==> src/rtl/bnn_alu_pkg.sv <==
// Shared constants and helpers for the bnn bit-serial accumulate ALU.
package alu_pkg;

  localparam int ALU_W_DEFAULT = 12;

  localparam logic OP_ADD = 1'b0;
  localparam logic OP_SUB = 1'b1;

  // Signed range limit of a w-bit two's-complement value: max when want_max, else min.
  function automatic longint signed_lim(input int w, input logic want_max);
    longint mag;
    mag = longint'(1) << (w - 1);
    return want_max ? (mag - 1) : -mag;
  endfunction

endpackage

==> src/rtl/bnn_alu_if.sv <==
// Operand/result bundle between the XNOR fetch stage and the accumulate ALU.
interface bnn_alu_if #(
  parameter int alu_width = alu_pkg::ALU_W_DEFAULT
);
  logic                 alu_in_valid;
  logic                 alu_in_a_lsb;
  logic                 alu_in_x;
  logic                 alu_in_w;
  logic [alu_width-1:0] alu_in_b;
  logic [alu_width-1:0] alu_out;
  logic                 alu_out_valid;
  logic                 alu_ovf;

  modport master (
    output alu_in_valid, alu_in_a_lsb, alu_in_x, alu_in_w, alu_in_b,
    input  alu_out, alu_out_valid, alu_ovf
  );

  modport slave (
    input  alu_in_valid, alu_in_a_lsb, alu_in_x, alu_in_w, alu_in_b,
    output alu_out, alu_out_valid, alu_ovf
  );
endinterface

==> src/rtl/bnn_alu_addsub.sv <==
// Combinational add/subtract of a single activation bit with signed overflow detect.
// Saturation on overflow is built in when ALU_SAT_EN is defined; otherwise the result wraps.
module bnn_addsub
  import alu_pkg::*;
#(
  parameter int alu_width = ALU_W_DEFAULT
) (
  input  logic                 a_lsb,
  input  logic                 op,
  input  logic [alu_width-1:0] b,
  output logic [alu_width-1:0] res,
  output logic                 ovf
);

  logic [alu_width:0] b_ext;
  logic [alu_width:0] a_ext;
  logic [alu_width:0] sum_ext;

  assign b_ext   = {b[alu_width-1], b};
  assign a_ext   = {{alu_width{1'b0}}, a_lsb};
  assign sum_ext = (op == OP_SUB) ? (b_ext - a_ext) : (b_ext + a_ext);

  // The extra bit disagrees with the width-bit sign only when the true result left the range.
  assign ovf = sum_ext[alu_width] ^ sum_ext[alu_width-1];

`ifdef ALU_SAT_EN
  localparam logic [alu_width-1:0] SAT_MAX = alu_width'(signed_lim(alu_width, 1'b1));
  localparam logic [alu_width-1:0] SAT_MIN = alu_width'(signed_lim(alu_width, 1'b0));

  always_comb begin
    res = sum_ext[alu_width-1:0];
    if (ovf) begin
      res = (op == OP_SUB) ? SAT_MIN : SAT_MAX;
    end
  end
`else
  assign res = sum_ext[alu_width-1:0];
`endif

endmodule

==> src/rtl/bnn_alu.sv <==
// Bit-serial accumulate ALU: adds or subtracts one activation bit to a partial sum, registered.
// Optional saturation on overflow is selected by the ALU_SAT_EN macro (see bnn_addsub).
module bnn_alu
  import alu_pkg::*;
#(
  parameter int alu_width = ALU_W_DEFAULT
) (
  input  logic      clk,
  input  logic      rst,
  bnn_alu_if.slave  bus
);

  logic                 op;
  logic [alu_width-1:0] res;
  logic                 ovf;

  // Product of the two +/-1 bits is -1 exactly when they differ.
  assign op = (bus.alu_in_x ^ bus.alu_in_w) ? OP_SUB : OP_ADD;

  bnn_addsub #(
    .alu_width (alu_width)
  ) u_addsub (
    .a_lsb (bus.alu_in_a_lsb),
    .op    (op),
    .b     (bus.alu_in_b),
    .res   (res),
    .ovf   (ovf)
  );

  always_ff @(posedge clk or negedge rst) begin
    if (!rst) begin
      bus.alu_out       <= '0;
      bus.alu_out_valid <= 1'b0;
      bus.alu_ovf       <= 1'b0;
    end else begin
      bus.alu_out_valid <= bus.alu_in_valid;
      if (bus.alu_in_valid) begin
        bus.alu_out <= res;
        bus.alu_ovf <= ovf;
      end
    end
  end

endmodule

==> src/flat_wrapper.sv <==
// flat-port wrapper written by rule: the top's interface ports become plain ports
module bnn_alu_flat import alu_pkg::*;
#(
  parameter int alu_width = ALU_W_DEFAULT
)
  (clk, rst, bus_alu_in_valid, bus_alu_in_a_lsb, bus_alu_in_x, bus_alu_in_w, bus_alu_in_b, bus_alu_out, bus_alu_out_valid, bus_alu_ovf);
  bnn_alu_if #(.alu_width(alu_width)) bus_i ();
  input  logic clk;
  input  logic rst;
  input wire logic [$bits(bus_i.alu_in_valid)-1:0] bus_alu_in_valid;
  input wire logic [$bits(bus_i.alu_in_a_lsb)-1:0] bus_alu_in_a_lsb;
  input wire logic [$bits(bus_i.alu_in_x)-1:0] bus_alu_in_x;
  input wire logic [$bits(bus_i.alu_in_w)-1:0] bus_alu_in_w;
  input wire logic [$bits(bus_i.alu_in_b)-1:0] bus_alu_in_b;
  output wire logic [$bits(bus_i.alu_out)-1:0] bus_alu_out;
  output wire logic [$bits(bus_i.alu_out_valid)-1:0] bus_alu_out_valid;
  output wire logic [$bits(bus_i.alu_ovf)-1:0] bus_alu_ovf;
  assign bus_i.alu_in_valid = bus_alu_in_valid;
  assign bus_i.alu_in_a_lsb = bus_alu_in_a_lsb;
  assign bus_i.alu_in_x = bus_alu_in_x;
  assign bus_i.alu_in_w = bus_alu_in_w;
  assign bus_i.alu_in_b = bus_alu_in_b;
  assign bus_alu_out = bus_i.alu_out;
  assign bus_alu_out_valid = bus_i.alu_out_valid;
  assign bus_alu_ovf = bus_i.alu_ovf;
  bnn_alu #(.alu_width(alu_width)) u_core (.clk(clk), .rst(rst), .bus(bus_i));
endmodule
==> config.mk <==
export PLATFORM = sky130hd
export DESIGN_NAME = bnn_alu_flat
export DESIGN_NICKNAME = d
export VERILOG_FILES = /design/src/rtl/bnn_alu_pkg.sv /design/src/rtl/bnn_alu_if.sv /design/src/rtl/bnn_alu_addsub.sv /design/src/rtl/bnn_alu.sv /design/src/flat_wrapper.sv
export SDC_FILE = /design/constraint.sdc
export NUM_CORES = 1
export LEC_CHECK = 0
export BUFFER_PORTS_ARGS = -buffer_cell sky130_fd_sc_hd__buf_2
export CORE_MARGIN = 2
export CORE_UTILIZATION = 55
export DETAILED_ROUTE_END_ITERATION = 16
export HOLD_SLACK_MARGIN = 0.1
export PLACE_DENSITY = 0.91
export SLEW_MARGIN = 10
export SYNTH_ARGS = -nofsm -noshare
export SYNTH_HDL_FRONTEND = slang
export SYNTH_SLANG_ARGS = --single-unit
==> constraint.sdc <==
create_clock -name clk -period 1.17 [get_ports clk]
set_input_delay 0.0585 -clock clk [delete_from_list [all_inputs] [get_ports clk]]
set_output_delay 0.0585 -clock clk [all_outputs]
set_load 0.02 [all_outputs]
==> qor.yml, run 1 <==
syn_nets: 149
die_y_um: 48.6
num_io_pins: 32
syn_area_per_cell_um2: 9.28
synthTopCellsByCount: "14 x dfrtp_1, 14 x nand2_1, 12 x ha_1, 7 x a21oi_1, 7 x nor2_1"
portBuffers: 31
async_reset_ff_frac: 1.00
post_dp_cell_area_mm2: 0.00162
synth_top_flop_cell: "dfrtp_1"
firstError: "[ERROR DPL-0033] detailed placement checks failed during check placement."
die_w_um: 48.6
synthCells: 118
haltStage: "clock tree synthesis (4_1_cts)"
dp_hpwl_um: 2580
cts_root_buf: "clkbuf_4"
status: "stopped before the end"
gp_congestion: 0.882
yosysWarnings: 0
num_rows: 16
syn_area_mm2: 0.00109
ys_seq_area_frac: 0.320
initial_core_util: 0.570
ys_types: 36
synth_edf_count: 0
cts_buffers: 3
cts.sink_count: 14
h-tree-depth: 1
placed_cells: 199
ctsHoldBuffers: 1
ctsResizeCount: 26
cts_buffer_depth: 2
synth.top_cell.area_share: 0.320
post-cts-setup-buffers: 6
yosysTopAreaCell: "dfrtp_1"
ys_ff_latch: 14
synthTopCellsByArea: "dfrtp_1 32%, ha_1 14%, mux2_2 5.1%"
[cell families after synthesis]
group	count (synthesis)	synth area share
muxes	5	0.0514
xor gates and xnor gates	6	0.0480
buffers and inverters	6	0.0206
adders and majority gates	13	0.155
and+or+nand+nor	39	0.170
DFF	14	0.320
AOI/OAI and AO/OA	35	0.234
[through the flow]
| stage | setup TNS [ns] | util | hold slack, ns | setup slack (ns) |
|---|---|---|---|---|
| after detailed placement | -7.74 | 0.841 | -0.0296 | -0.784 |
| after floorplan | -4.60 | - | -0.237 | -0.520 |
| after global placement | -7.30 | 0.841 | -0.0392 | -0.730 |
==> inputs of run 2 (changes only) <==
CORE_AREA = 2 2 63 65   (was default)
CORE_MARGIN = default   (was 2)
CORE_UTILIZATION = default   (was 55)
DIE_AREA = 0 0 65 67   (was default)
HOLD_SLACK_MARGIN = default   (was 0.1)
PLACE_DENSITY = default   (was 0.91)
PLACE_DENSITY_LB_ADDON = 0.15   (was default)
==> qor.yml, run 2 <==
status: "complete, but fails checks"
violations: "setup timing"
overflow: 0
num_io_pins: 32
post_dp_cell_area_mm2: 0.00164
final_common_cell: "buf_2"
final_cell_mix: "29 x buf_2, 23 x buf_4, 14 x dfrtp_1"
drc: 0
fin_ws_ns: -0.516
r2r_slack_ns: 0.41
max_cap_viol_count: 0
final_nets: 209
vias: 1118
crit_type: "primary input to register"
core-area_mm2: 0.00361
rsz0062_at_grt: "true"
worstHoldStart: "bus_alu_in_b[0]"
synthCells: 118
fin_area_mm2: 0.00183
finalHoldViolations: 0
syn_area_per_cell_um2: 9.28
reg_top3: "u_core.bus.alu_out (12), u_core.bus.alu_out_valid (1), u_core.bus.alu_ovf (1)"
crit_slowest_cell: "o41a_1"
setup_viol_count_final: 11
drive_gt1_frac: 0.537
syn_nets: 149
fin_util: 0.507
wirelength_um: 3060
synthTopCellsByCount: "14 x dfrtp_1, 14 x nand2_1, 12 x ha_1, 7 x a21oi_1, 7 x nor2_1"
placed_cells: 219
crit_chain: "buf_8 -> xnor2_4 -> nand2_8 -> ha_4 -> a21o_4 -> o41a_1 -> o21a_1 -> o31ai_2"
irDropWorstVdd_mv: 0.384
grt_start_max_net_pins: 15
grt_pass1_wl_um: 5240
max_stage_delay_ns: 0.43
initial_core_util: 0.304
cp-start-kind: "primary input"
ys_ff_latch: 14
whs_endpoint: "u_core.bus.alu_out[0]"
maxSlewViolCount: 0
diodes: 0
syn_to_final_growth_pct: 66.9
hold_depth: 4
cts_buffer_depth: 2
fin_skew_ns: 0
path_clk_slew_ns: 0.06
num_rows: 22
worstSetupStartpoint: "bus_alu_in_w"
finalCritPeriodShare: 1.44
antenna_found_initial: 0
cts_root_buf: "clkbuf_8"
cts_tree: "built"
gp_congestion: 0.744
portBuffers: 31
leakage_nw: 0.802
hp-class: "primary input to register"
yosysTopAreaCell: "dfrtp_1"
cp_data_arrival_time_ns: 1.84
vias_per_cell: 4.97
h-tree-depth: 1
syn_area_mm2: 0.00109
post-cts-setup-buffers: 0
regMostFlops: "u_core.bus.alu_out"
drtPass1Iterations: 4
r2r_end: "u_core.bus.alu_out[4]"
reg2reg_from: "u_core.bus.alu_out[4]"
die_y_um: 67
synth_top_flop_cell: "dfrtp_1"
min_period_ns: 1.69
yosysWarnings: 0
ys_types: 36
async_reset_ff_frac: 1.00
die-area_mm2: 0.00436
grt_usage: 0.154
worstPathRequired_ns: 1.32
routedWlPerCell_um: 13.6
synth.top_cell.area_share: 0.320
synth_edf_count: 0
drt_iter0_markers: 65
dp_hpwl_um: 2380
cts.sink_count: 14
first_global_vias: 1126
max_freq_mhz: 593
ys_seq_area_frac: 0.320
p_per_area_mw_per_mm2: 1250
slew_headroom: 0.732
clk_latency_ns: 0.24
place_ws_ns: -0.816
critPathMaxFanout: 11
worst_pin_slew_ns: 0.401
layout.cells.non_filler: 225
ant_nets: 0
synthTopCellsByArea: "dfrtp_1 32%, ha_1 14%, mux2_2 5.1%"
largest_register_ffs: 12
die_w_um: 65
cts_buffers: 3
rr_worst_depth: 1
worst_setup_path_end_kind: "register"
run 2: kinds of logic after synthesis:
logic type,count (synthesis),synth area share
muxes,5,0.0514
AOI/OAI and AO/OA,35,0.234
adders and majority gates,13,0.155
buffers and inverters,6,0.0206
xor gates and xnor gates,6,0.0480
DFF,14,0.320
and+or+nand+nor,39,0.170
run 2: what timing repair did:
action                                  4_1_cts  5_1_grt
endpoints found under the setup margin       11       13
pin swaps                                     3        3
resized for setup                            14        6
hold buffers                                  2        0
endpoints found under the hold margin        15        0
run 2: routing by layer:
metal / wire length (um) / up-vias / GRT usage / share of wire
met2: 1540 / 22 / 0.263 / 0.50
met5: 0 / - / 0 / 0
met4: 10 / 0 / 0.0559 / 0.0033
met3: 82 / 2 / 0.00676 / 0.027
met1: 1420 / 540 / 0.205 / 0.46
li1: - / 554 / - / -
run 2: power by group:
part	internal (mW)	total (mW)	switching, mW
Combinational	0.560	1.17	0.609
Clock	0.298	0.463	0.166
Sequential	0.595	0.652	0.0562
run 2: worst max-delay path, delay by kind of cell:
| family | cells | cell delay [ns] |
|---|---|---|
| AOI/OAI and AO/OA | 4 | 1.03 |
| xor gates and xnor gates | 1 | 0.21 |
| adders and majority gates | 1 | 0.27 |
| buffers and inverters | 1 | 0.10 |
| and+or+nand+nor | 1 | 0.15 |
run 2: area by class of cell:
class / instances / area, um^2
inverter: 4 / 15.0
multi-input combinational: 98 / 971
sequential: 14 / 350
tap: 48 / 60.1
timing repair buffer: 57 / 375
fill: 351 / 1780
clock buffer: 4 / 55.1
run 2: worst max path at each step:
stage                             endpoint  cells after the start  slack, ns
floorplan               u_core.bus.alu_ovf                      7      -0.52
global placement        u_core.bus.alu_ovf                     10      -0.76
detailed placement  u_core.bus.alu_out[11]                      9      -0.82
CTS                 u_core.bus.alu_out[11]                      8      -0.49
global route        u_core.bus.alu_out[11]                      9      -0.59
finish              u_core.bus.alu_out[11]                      8      -0.52
run 2: stage by stage:
stage | hold slack (ns) | power, mW | setup TNS [ns]
floorplan | -0.237 | 1.34 | -4.60
global placement | -0.0292 | 1.70 | -7.60
detailed placement | -0.0274 | 1.73 | -7.89
CTS | 0.226 | 2.26 | -4.26
global route | 0.252 | 2.44 | -5.12
finish | 0.221 | 2.28 | -4.23
No activity file was read; power rests on OpenSTA's default activity.
